--- src/rtl/tx_grant_scheduler.sv ---
// tx_grant_scheduler: pops source IDs in order, checks flow-control credits and holds an exclusive grant until done or timeout
module tx_grant_scheduler #(
  parameter int HCW = 8,
  parameter int DCW = 12,
  parameter int TIMEOUT = 1024
) (
  input  logic           clk,
  input  logic           arst,
  input  logic           seq_empty,
  input  logic [2:0]     seq_rd_data,
  output logic           seq_rd_en,
  input  logic [HCW-1:0] fc_ph_avail,
  input  logic [DCW-1:0] fc_pd_avail,
  input  logic [HCW-1:0] fc_nph_avail,
  input  logic [HCW-1:0] fc_cplh_avail,
  input  logic [DCW-1:0] fc_cpld_avail,
  input  logic [5*DCW-1:0] src_dcred,
  input  logic [4:0]     src_done,
  output logic [4:0]     grant,
  output logic           fc_consume_valid,
  output logic [1:0]     fc_consume_type,
  output logic [DCW-1:0] fc_consume_data,
  output logic           busy,
  output logic           timeout_err,
  output logic           invalid_id_err
);
  localparam int CW = (TIMEOUT > 2) ? $clog2(TIMEOUT) : 1;
  localparam logic [CW-1:0] TMAX = CW'(TIMEOUT - 1);
  typedef enum logic [1:0] {IDLE, FETCH, CHECK, GRANT} state_t;
  state_t state;
  logic [2:0] id_q;
  logic [CW-1:0] cnt;
  logic [DCW-1:0] req;
  logic [1:0] cls;
  logic valid_id, ok;
  always_comb begin
    req = '0;
    for (int i = 0; i < 5; i++)
      if (id_q == 3'(i + 1)) req = src_dcred[i*DCW +: DCW];
    valid_id = id_q != 3'd0 && id_q <= 3'd5;
    cls = id_q == 3'd1 ? 2'd1 : (id_q == 3'd3 || id_q == 3'd4) ? 2'd2 : 2'd0;
    ok = cls == 2'd1 ? fc_nph_avail != '0 :
         cls == 2'd2 ? fc_cplh_avail != '0 && fc_cpld_avail >= req :
                       fc_ph_avail != '0 && fc_pd_avail >= req;
  end
  always_ff @(posedge clk) begin
    if (arst) begin
      state <= IDLE;
      id_q <= '0;
      cnt <= '0;
      seq_rd_en <= 1'b0;
      grant <= '0;
      fc_consume_valid <= 1'b0;
      fc_consume_type <= '0;
      fc_consume_data <= '0;
      busy <= 1'b0;
      timeout_err <= 1'b0;
      invalid_id_err <= 1'b0;
    end else begin
      seq_rd_en <= 1'b0;
      fc_consume_valid <= 1'b0;
      timeout_err <= 1'b0;
      invalid_id_err <= 1'b0;
      case (state)
        IDLE: if (!seq_empty) begin
          seq_rd_en <= 1'b1;
          busy <= 1'b1;
          state <= FETCH;
        end
        FETCH: begin
          id_q <= seq_rd_data;
          state <= CHECK;
        end
        CHECK: if (!valid_id) begin
          invalid_id_err <= 1'b1;
          busy <= 1'b0;
          state <= IDLE;
        end else if (ok) begin
          grant <= 5'd1 << (id_q - 3'd1);
          fc_consume_valid <= 1'b1;
          fc_consume_type <= cls;
          fc_consume_data <= cls == 2'd1 ? '0 : req;
          cnt <= '0;
          state <= GRANT;
        end
        GRANT: if ((src_done & grant) != '0) begin
          grant <= '0;
          busy <= 1'b0;
          state <= IDLE;
        end else if (cnt == TMAX) begin
          timeout_err <= 1'b1;
          grant <= '0;
          busy <= 1'b0;
          state <= IDLE;
        end else cnt <= cnt + 1'b1;
      endcase
    end
  end
endmodule

--- config.mk ---
export PLATFORM = sky130hd
export DESIGN_NAME = tx_grant_scheduler
export DESIGN_NICKNAME = d
export VERILOG_FILES = /design/src/rtl/tx_grant_scheduler.sv
export SDC_FILE = /design/constraint.sdc
export NUM_CORES = 1
export LEC_CHECK = 0
export CORE_ASPECT_RATIO = 0.8
export CORE_MARGIN = 10
export CORE_UTILIZATION = 42
export DETAILED_ROUTE_END_ITERATION = 8
export PLACE_DENSITY_LB_ADDON = 0.2
export SLEW_MARGIN = 10
export SYNTH_ARGS = -nofsm -noshare
export SYNTH_HDL_FRONTEND = slang
export SYNTH_SLANG_ARGS = --single-unit
--- constraint.sdc ---
create_clock -name clk -period 4.16 [get_ports clk]
set_input_delay 1.248 -clock clk [delete_from_list [all_inputs] [get_ports clk]]
set_output_delay 1.248 -clock clk [all_outputs]
set_load 0.01 [all_outputs]
Word level (Yosys, flattened, before mapping)
Cells that the tools add are included.
{"block": "word_totals", "register_bits": 39, "input_bits": 119, "out_inout_bits": 24, "elab_cells": 97}
{"block": "op_classes", "addsub": 2, "n_lt_le_gt_ge": 3, "eq_ne": 19, "shifts": 1, "mux": 35, "n_bitwise": 5, "n_reduce_logical": 21}
{"op": "2-to-1 mux 12 bit", "count": 6}
{"op": "2-to-1 mux 10 bit", "count": 4}
{"op": ">= comparator 12 bit", "count": 2}
{"op": "nonzero test 8 bit", "count": 3}
{"op": "2-to-1 mux 5 bit", "count": 4}
{"op": "one-hot mux 10 bit (2 select lines)", "count": 1}
{"op": "2-to-1 mux 2 bit", "count": 7}
{"op": "!= test 2 bit, second input constant", "count": 6}
{"op": "adder 10 x 1 -> 10 bit, second input constant", "count": 1}
{"op": "== test 10 bit, second input constant", "count": 1}
{"op": "2-to-1 mux 1 bit", "count": 10}
{"op": "one-hot mux 5 bit (2 select lines)", "count": 1}
{"op": "one-hot mux 2 bit (4 select lines)", "count": 1}
{"op": "AND reduction 4 bit", "count": 2}
{"op": "== test 2 bit, second input constant", "count": 3}
{"op": "== test 3 x 2 -> 1 bit, second input constant", "count": 2}
{"op": "== test 3 bit, second input constant", "count": 2}
{"op": "!= test 3 bit, second input constant", "count": 2}
{"op": "AND reduction 3 bit", "count": 2}
{"op": "nonzero test 3 bit", "count": 2}
{"op": "OR reduction 3 bit", "count": 2}
{"op": "AND 5 bit", "count": 1}
{"op": "AND reduction 5 bit", "count": 1}
{"op": "nonzero test 5 bit", "count": 1}
{"op": "12 further kinds", "count": 19}

Longest topological paths before layout
Gate-level depths: netlist of the first run.
{"block": "depth", "word_depth": 13, "mapped_depth": 15, "ltp_nobuf": 12}

Worst setup path after synthesis of the first run
Ideal clock, no wire load.
{"block": "synth_path", "path_type": "input to register", "startpoint": "in src_dcred[24]", "endpoint": "reg grant[1]", "setup_ps": 59, "t_arrival_ps": 3469, "required_time_ps": 4101, "slack_ps": 632, "stages": 12, "path_cell_list": "mux2i_1 -> a211oi_1 -> nor2_1 -> inv_1 -> ha_1 -> nand2b_4 -> a2111oi_2 -> a2111oi_0 -> o41ai_2 -> a21oi_4 -> o32ai_2 -> a22o_1"}
{"block": "synth_via", "elab_chain_cells": 9, "word_cells_on_any_way": 11, "classes_between": "2 x order compare; 1 x eq/ne; 5 x mux; 3 x reduce/logical"}
{"item": "start: declaration", "line_no": "17", "text": "input logic [5*DCW-1:0] src_dcred,"}
{"item": "2-to-1 mux 12 bit * (3 in series)", "line_no": "39", "text": "if (id_q == 3'(i + 1)) req = src_dcred[i*DCW +: DCW];"}
{"item": ">= comparator 12 bit (on tied branches)", "line_no": "44, 43"}
{"item": "logical AND 1 bit (on tied branches)", "line_no": "44, 43"}
{"item": "2-to-1 mux 1 bit *", "line_no": "43", "text": "cls == 2'd2 ? fc_cplh_avail != '0 && fc_cpld_avail >= req :"}
{"item": "2-to-1 mux 1 bit *", "line_no": "42", "text": "ok = cls == 2'd1 ? fc_nph_avail != '0 :"}
{"item": "!= test 2 bit (no line) *"}
{"item": "AND reduction 4 bit (no line) *"}
{"item": "end signal: assignment", "line_no": "79", "text": "grant <= 5'd1 << (id_q - 3'd1);"}
{"item": "end: declaration", "line_no": "19", "text": "output logic [4:0] grant,"}
Every way passes the cells marked *; elsewhere a longest branch is shown, timed or not.
A chain may end at the register's enable or synchronous reset.

Final worst setup path of the first run
{"block": "layout_path", "startpoint": "in src_dcred[0]", "endpoint": "reg cnt[2]"}
{"block": "layout_via", "elab_chain_cells": 11, "word_cells_on_any_way": 13, "classes_between": "2 x order compare; 1 x eq/ne; 7 x mux; 3 x reduce/logical"}
{"item": "2-to-1 mux 12 bit * (5 in series)", "line_no": "39"}
{"item": ">= comparator 12 bit (on tied branches)", "line_no": "44, 43"}
{"item": "logical AND 1 bit (on tied branches)", "line_no": "44, 43"}
{"item": "2-to-1 mux 1 bit *", "line_no": "43"}
{"item": "2-to-1 mux 1 bit *", "line_no": "42"}
{"item": "!= test 2 bit (no line) *"}
{"item": "AND reduction 5 bit (no line) *"}
{"item": "end signal: assignment", "line_no": "95", "text": "end else cnt <= cnt + 1'b1;"}
{"item": "end: declaration", "line_no": "32", "text": "logic [CW-1:0] cnt;"}
Marked as above.

==> impl_metrics.py, run 1 <==
metrics = {
    "worst_setup_path": {
        "critPathCaptureType": "register",
        "cp.required_ns": 4.37,
        "path_cells": "clkdlybuf4s50_1 -> mux2i_1 -> a211oi_2 -> nor2_2 -> inv_2 -> ha_4 -> nand2b_4 -> a2111oi_4 -> o32ai_2 -> o31ai_2 -> buf_4 -> a21oi_4 -> buf_12 -> buf_4 -> o41a_1 -> o41ai_2",
        "startpoint_type": "input port",
        "crit_fanout": 13,
        "cpMostUsedCell": "buf_4",
        "path_class": "input port to register",
        "critPathMaxStageDelay_ns": 0.41,
        "crit_slowest_cell": "clkdlybuf4s50_1",
        "worstPathArrival_ns": 4.25,
        "reg2reg_slack_ns": 0.58,
    },
    "cells_and_area": {
        "multi_input_area_sq_um": 2270,
        "diodes": 0,
        "drive_gt1_share_pct": 13.6,
        "mostFrequentLayoutCells": "clkdlybuf4s50_1, nor2_1, dfxtp_1",
        "syn_to_final_growth_pct": 60.6,
        "layoutNonFillerInstCount": 602,
        "fillers": 563,
        "regArea_sq_um": 781,
        "nets": 663,
        "mostFrequentLayoutCell": "clkdlybuf4s50_1",
    },
    "global_route": {
        "grt_pass1_vias": 3450,
        "grt_overflow_total": 0,
        "grt_pass1_wl_um": 18600,
        "grt_max_degree": 26,
        "antenna_found_initial": 0,
        "track_usage_pct": 20.3,
    },
    "timing": {
        "fin_ws_ns": 0.114,
        "hold_slack_ns": 0.496,
        "fin_skew_ns": 0.0102,
        "tightest_slew_ns": 0.865,
        "slew_headroom_pct": 42.3,
        "finalHoldViolations": 0,
        "max_freq_mhz": 247,
        "min_period_ns": 4.05,
        "fin_crit_sh_pct": 97.3,
        "setup_violations": 0,
        "slew_viol_final": 0,
    },
    "drt": {
        "ant_nets": 0,
        "drc": 0,
        "vias": 3443,
        "first_iter_violations": 223,
        "routed_wl_um": 12000,
        "wl_per_cell_um": 20.0,
        "avgViaCountPerCell": 5.72,
        "dr.pass1.iters": 7,
    },
    "clock_tree": {
        "cts_root_buf": "clkbuf_8",
        "htree_levels": 2,
        "clock_latency_ns": 0.29,
        "cts_made_buffers": 5,
        "cts.sinks": 39,
        "clk_path_buf_depth": 2,
        "cts_hold_buf": 0,
        "cts_tree": "done",
        "clkSlewWorstSetupHoldPaths_ns": 0.09,
    },
    "worst_hold_path": {
        "hp-class": "register to register",
    },
    "synthesis": {
        "synth_edf_count": 0,
        "synth_ff_type": "dfxtp_1",
        "synth-seq-cells": 39,
        "avgSynthCellArea_sq_um": 8.69,
        "ys_seq_area_share_pct": 25.1,
        "synthCells": 358,
        "yosysWarnings": 0,
        "ys_types": 52,
        "synth.net_count": 507,
        "ys_async_sr_fraction_pct": 0,
        "synth_area_sq_um": 3110,
    },
    "power": {
        "irDropWorstVdd_mv": 0.202,
        "powerDensity_nw_per_um2": 306,
        "p_total_mw": 1.53,
        "p_leak_nw": 1.80,
    },
    "placement": {
        "place_worst_setup_slack_ns": -0.322,
        "gp_congestion": 0.929,
        "placed_cells": 590,
        "place_hpwl_um": 9750,
        "portBuffers": 142,
    },
    "die": {
        "io_pins": 143,
        "row_count": 27,
        "die-area_sq_um": 11300,
        "fp.dieH_um": 97.0,
        "coreArea_sq_um": 7030,
        "floorplan.initialDensity_pct": 44.2,
        "die_w_um": 116,
    },
    "flow_run": {
        "maxCapViolCount": 0,
    },
    "status": {
        "run_status": "finished, final reports clean",
    },
}
==> routing by layer <==
layer	global-route usage (%)	part of all wire (%)	up-vias
met3	5.79	7.9	8
met5	0	0	-
li1	-	-	1667
met1	25.4	43	1622
met2	33.7	48	146
met4	3.62	1.0	0
==> sequential cells by signal, indices dropped and copies added, names as in the netlist, 2 cells and up <==
signal and cells:
fc_consume_data 12, cnt 10, grant 5, id_q 3, fc_consume_type 2, state 2
==> metrics by stage <==
stage	setup TNS, ns	utilization, %	instance area, sq um
after floorplan	0	-	3110
after global placement	-2.06	67.6	4750
after detailed placement	-4.78	67.6	4750
after CTS	0	70.0	4920
after global routing	-0.0550	71.0	4990
final	0	71.0	4990
==> critical path, delay by kind of cell <==
| kind | cells | cell delay (ns) |
|---|---|---|
| AO/OA/AOI/OAI | 7 | 1.29 |
| buffers and inverters | 5 | 0.96 |
| AND/OR/NAND/NOR | 2 | 0.35 |
| adder cells (fa/ha/maj) | 1 | 0.21 |
| multiplexers | 1 | 0.17 |
==> power breakdown <==
| part | switching [mW] | internal, mW |
|---|---|---|
| Clock | 0.140 | 0.240 |
| Sequential | 0.0301 | 0.392 |
| Combinational | 0.338 | 0.387 |
| Total | 0.508 | 1.02 |
==> layout make-up <==
type	instances	area share [%]
Clock buffer	6	1.45
Clock inverter	2	1.20
Inverter	8	0.602
Multi-Input combinational cell	288	45.4
Sequential cell	39	15.6
Tap cell	87	2.18
Timing Repair Buffer	172	33.5
==> synthesized netlist by cell type, types with 5 or more instances <==
| library cell | number | area share (%) |
|---|---|---|
| nor2_1 | 42 | 5.1 |
| o22a_1 | 12 | 3.4 |
| a31oi_1 | 11 | 2.2 |
| inv_1 | 8 | 0.97 |
| nor4_1 | 6 | 1.2 |
| a21oi_1 | 13 | 2.1 |
| nand4_1 | 6 | 1.2 |
| nand3_1 | 8 | 1.3 |
| a22oi_1 | 12 | 2.9 |
| nand2_1 | 22 | 2.7 |
| and3_1 | 5 | 1.0 |
| dfxtp_1 | 39 | 25 |
| clkbuf_1 | 15 | 1.8 |
| ha_1 | 30 | 12 |
| nand3b_1 | 9 | 2.2 |
| nor2b_1 | 5 | 1.0 |
| mux2i_1 | 31 | 10 |
| mux2_2 | 11 | 4.0 |
| nor3_1 | 8 | 1.3 |
| o21ai_0 | 5 | 0.80 |
==> cell families (layout without fill, tap and decap cells) <==
family          after synthesis  count (layout)  synth area share, %
flops                        39              39                 25.1
simple gates                131             131                 22.3
fa+ha+maj                    30              30                 12.1
compound gates               85              85                 22.0
mux                          42              42                 14.0
buf+inv                      31             188                 4.51
==> timing repair <==
| item | 4_1_cts | 5_1_grt |
|---|---|---|
| setup buffers | 2 | 3 |
| pin swaps | 7 | 7 |
| resized for setup | 3 | 10 |
| setup endpoints to repair | 2 | 27 |
==> final timing paths <==
check                                                        to  cells past startpoint                             from
worst min register to register  fc_consume_data[6]$_SDFFE_PP0P_                      2  fc_consume_data[6]$_SDFFE_PP0P_
worst max register to register              cnt[2]$_SDFFE_PP0P_                     15             id_q[1]$_SDFFE_PP0N_
worst min-delay path            fc_consume_data[6]$_SDFFE_PP0P_                      2  fc_consume_data[6]$_SDFFE_PP0P_
worst max-delay path                        cnt[2]$_SDFFE_PP0P_                     16                     src_dcred[0]
Power figures use the tool's default switching activity.
==> run 2, diff against run 1 <==
--- a/config.mk
+++ b/config.mk
@@ -10,5 +10,5 @@
 export CORE_UTILIZATION = 42
 export DETAILED_ROUTE_END_ITERATION = 8
-export PLACE_DENSITY_LB_ADDON = 0.2
+export PLACE_DENSITY = 0.89
 export SLEW_MARGIN = 10
 export SYNTH_ARGS = -nofsm -noshare
==> constraint.sdc (replaced) <==
create_clock -name clk -period 4.16 [get_ports clk]
set_input_delay 1.248 -clock clk [delete_from_list [all_inputs] [get_ports clk]]
set_output_delay 1.248 -clock clk [all_outputs]
set_load 0.05 [all_outputs]
==> impl_metrics.py, run 2 (synthesis results as in run 1) <==
metrics = {
    "worst_hold_path": {
        "min_path_cells": 1,
        "hp-class": "register to register",
    },
    "timing": {
        "slew_viol_final": 0,
        "fin_skew_ns": 0.0107,
        "hold_slack_ns": 0.490,
        "max_freq_mhz": 245,
        "tightest_slew_ns": 0.873,
        "setup_violations": 0,
        "rsz0062_at_grt": "yes",
        "finalHoldViolations": 0,
        "min_period_ns": 4.08,
        "slew_headroom_pct": 41.8,
        "fin_crit_sh_pct": 98.0,
    },
    "power": {
        "p_sw_share_pct": 34.2,
        "irDropWorstVdd_mv": 0.212,
        "powerDensity_nw_per_um2": 309,
        "combPwrFrac_pct": 46.9,
        "power_frac_seq_pct": 28.1,
        "p_leak_nw": 1.74,
        "p_sw_mw": 0.515,
        "power_frac_clock_pct": 25.0,
        "internal_power_mw": 0.993,
    },
    "worst_setup_path": {
        "startpoint_type": "input port",
        "path_cells": "clkdlybuf4s50_1 -> mux2i_1 -> a211oi_2 -> nor2_2 -> inv_1 -> ha_1 -> nand2b_4 -> a2111oi_4 -> a2111oi_2 -> o41ai_2 -> buf_4 -> a21oi_4 -> o32ai_2 -> a22o_1",
        "critPathCaptureType": "register",
        "crit_family": "compound AO/OA/AOI/OAI gates",
        "crit_fanout": 5,
        "critPathMaxStageDelay_ns": 0.43,
        "reg2reg_depth": 13,
        "cp.required_ns": 4.40,
        "path_class": "input port to register",
        "crit_slowest_cell": "o32ai_2",
        "crit_cells": 14,
        "cp_num_buf_inv": 3,
        "worstPathArrival_ns": 4.32,
    },
    "cells_and_area": {
        "reg_top3": "fc_consume_data: 12 flops, cnt: 10 flops, grant: 5 flops",
        "top_register": "fc_consume_data",
        "mostFrequentLayoutCells": "clkdlybuf4s50_1, nor2_1, dfxtp_1",
        "nets": 655,
        "drive_gt1_share_pct": 11.0,
        "largest_reg_flops": 12,
        "syn_to_final_growth_pct": 56.7,
        "postLayoutCellArea_sq_um": 4870,
        "final_util_pct": 69.4,
        "mostFrequentLayoutCell": "clkdlybuf4s50_1",
    },
    "global_route": {
        "grt_pass1_vias": 3371,
        "grt_overflow_total": 0,
        "antenna_found_initial": 1,
        "grt_pass1_wl_um": 18000,
        "track_usage_pct": 19.6,
        "grt_max_degree": 26,
    },
    "die": {
        "fp.dieH_um": 97.0,
        "row_count": 27,
        "die-area_sq_um": 11300,
        "io_pins": 143,
        "floorplan.initialDensity_pct": 44.2,
        "coreArea_sq_um": 7030,
        "die_w_um": 116,
    },
    "clock_tree": {
        "cts_made_buffers": 5,
        "clk_path_buf_depth": 2,
        "cts_tree": "done",
        "cts_hold_buf": 0,
        "cts.sinks": 39,
        "htree_levels": 2,
        "cts_root_buf": "clkbuf_8",
        "clock_latency_ns": 0.30,
        "clkSlewWorstSetupHoldPaths_ns": 0.08,
    },
    "drt": {
        "drc": 0,
        "wl_per_cell_um": 19.7,
        "vias": 3402,
        "routed_wl_um": 11700,
        "ant_nets": 0,
        "avgViaCountPerCell": 5.72,
        "dr.pass1.iters": 6,
        "first_iter_violations": 246,
    },
    "placement": {
        "gp_congestion": 0.858,
        "post_dp_cell_area_sq_um": 4680,
        "portBuffers": 142,
        "place_hpwl_um": 9530,
    },
    "flow_run": {
        "maxCapViolCount": 0,
    },
    "status": {
        "run_status": "finished, final reports clean",
    },
}
run 2: changes by cell type in the layout (fill, tap and decap cells not counted), sizes merged:
cell / delta
diode: +1
buf: -8
run 2: power groups by stage:
stage | Sequential (mW) | Clock, mW | Combinational, mW
floorplan | 0.441 | 0 | 0.392
global placement | 0.430 | 0 | 0.648
detailed placement | 0.432 | 0 | 0.675
CTS | 0.424 | 0.381 | 0.680
global route | 0.428 | 0.398 | 0.768
finish | 0.424 | 0.377 | 0.707
run 2: routing by layer:
metal / track usage [%] / vias to the layer above / part of all wire (%)
met2: 31.9 / 146 / 47
met3: 6.10 / 16 / 8.6
met5: 0 / - / 0
met1: 24.4 / 1593 / 43
li1: - / 1647 / -
met4: 4.77 / 0 / 1.8
run 2: metrics by stage:
stage	total power, mW	setup TNS, ns	std cells	worst slack (ns)
4_1_cts	1.48	0	591	0.0743
3_3_place_gp	1.08	-0.340	583	-0.0684
6_report	1.51	0	595	0.0830
2_1_floorplan	0.832	0	358	0.631
5_1_grt	1.59	-0.547	595	-0.0664
3_5_place_dp	1.11	-2.96	583	-0.224
run 2: path summary, 6_finish.rpt:
kind / slack [ns] / to / start
max reg2reg: 0.35 / grant[0]$_SDFFE_PP0P_ / id_q[1]$_SDFFE_PP0N_
max: 0.08 / grant[4]$_SDFFE_PP0P_ / src_dcred[24]
min reg2reg: 0.49 / cnt[1]$_SDFFE_PP0P_ / cnt[1]$_SDFFE_PP0P_
min: 0.49 / cnt[1]$_SDFFE_PP0P_ / cnt[1]$_SDFFE_PP0P_
run 2: cell type report:
class,instances,area (sq um)
clock inverter,2,60.1
inverter,8,30.0
multi-input combinational,288,2220
fill,588,2150
antenna,1,2.50
timing repair buffer,164,1600
clock buffer,6,72.6
tap,87,109
sequential,39,781
run 2: worst register-to-register path: stages (launching register included):
cell	delay (ns)
dfxtp_1	0.78
buf_4	0.27
mux2_2	0.34
a22oi_1	0.21
o22a_1	0.26
ha_1	0.24
o21ai_0	0.14
a2111oi_2	0.38
o41ai_2	0.14
buf_4	0.16
a21oi_4	0.19
buf_4	0.23
mux2i_1	0.24
o32ai_2	0.10
run 2: timing repair:
action,CTS,global route
setup endpoints to repair,0,22
buffers inserted,0,3
resized for setup,0,7
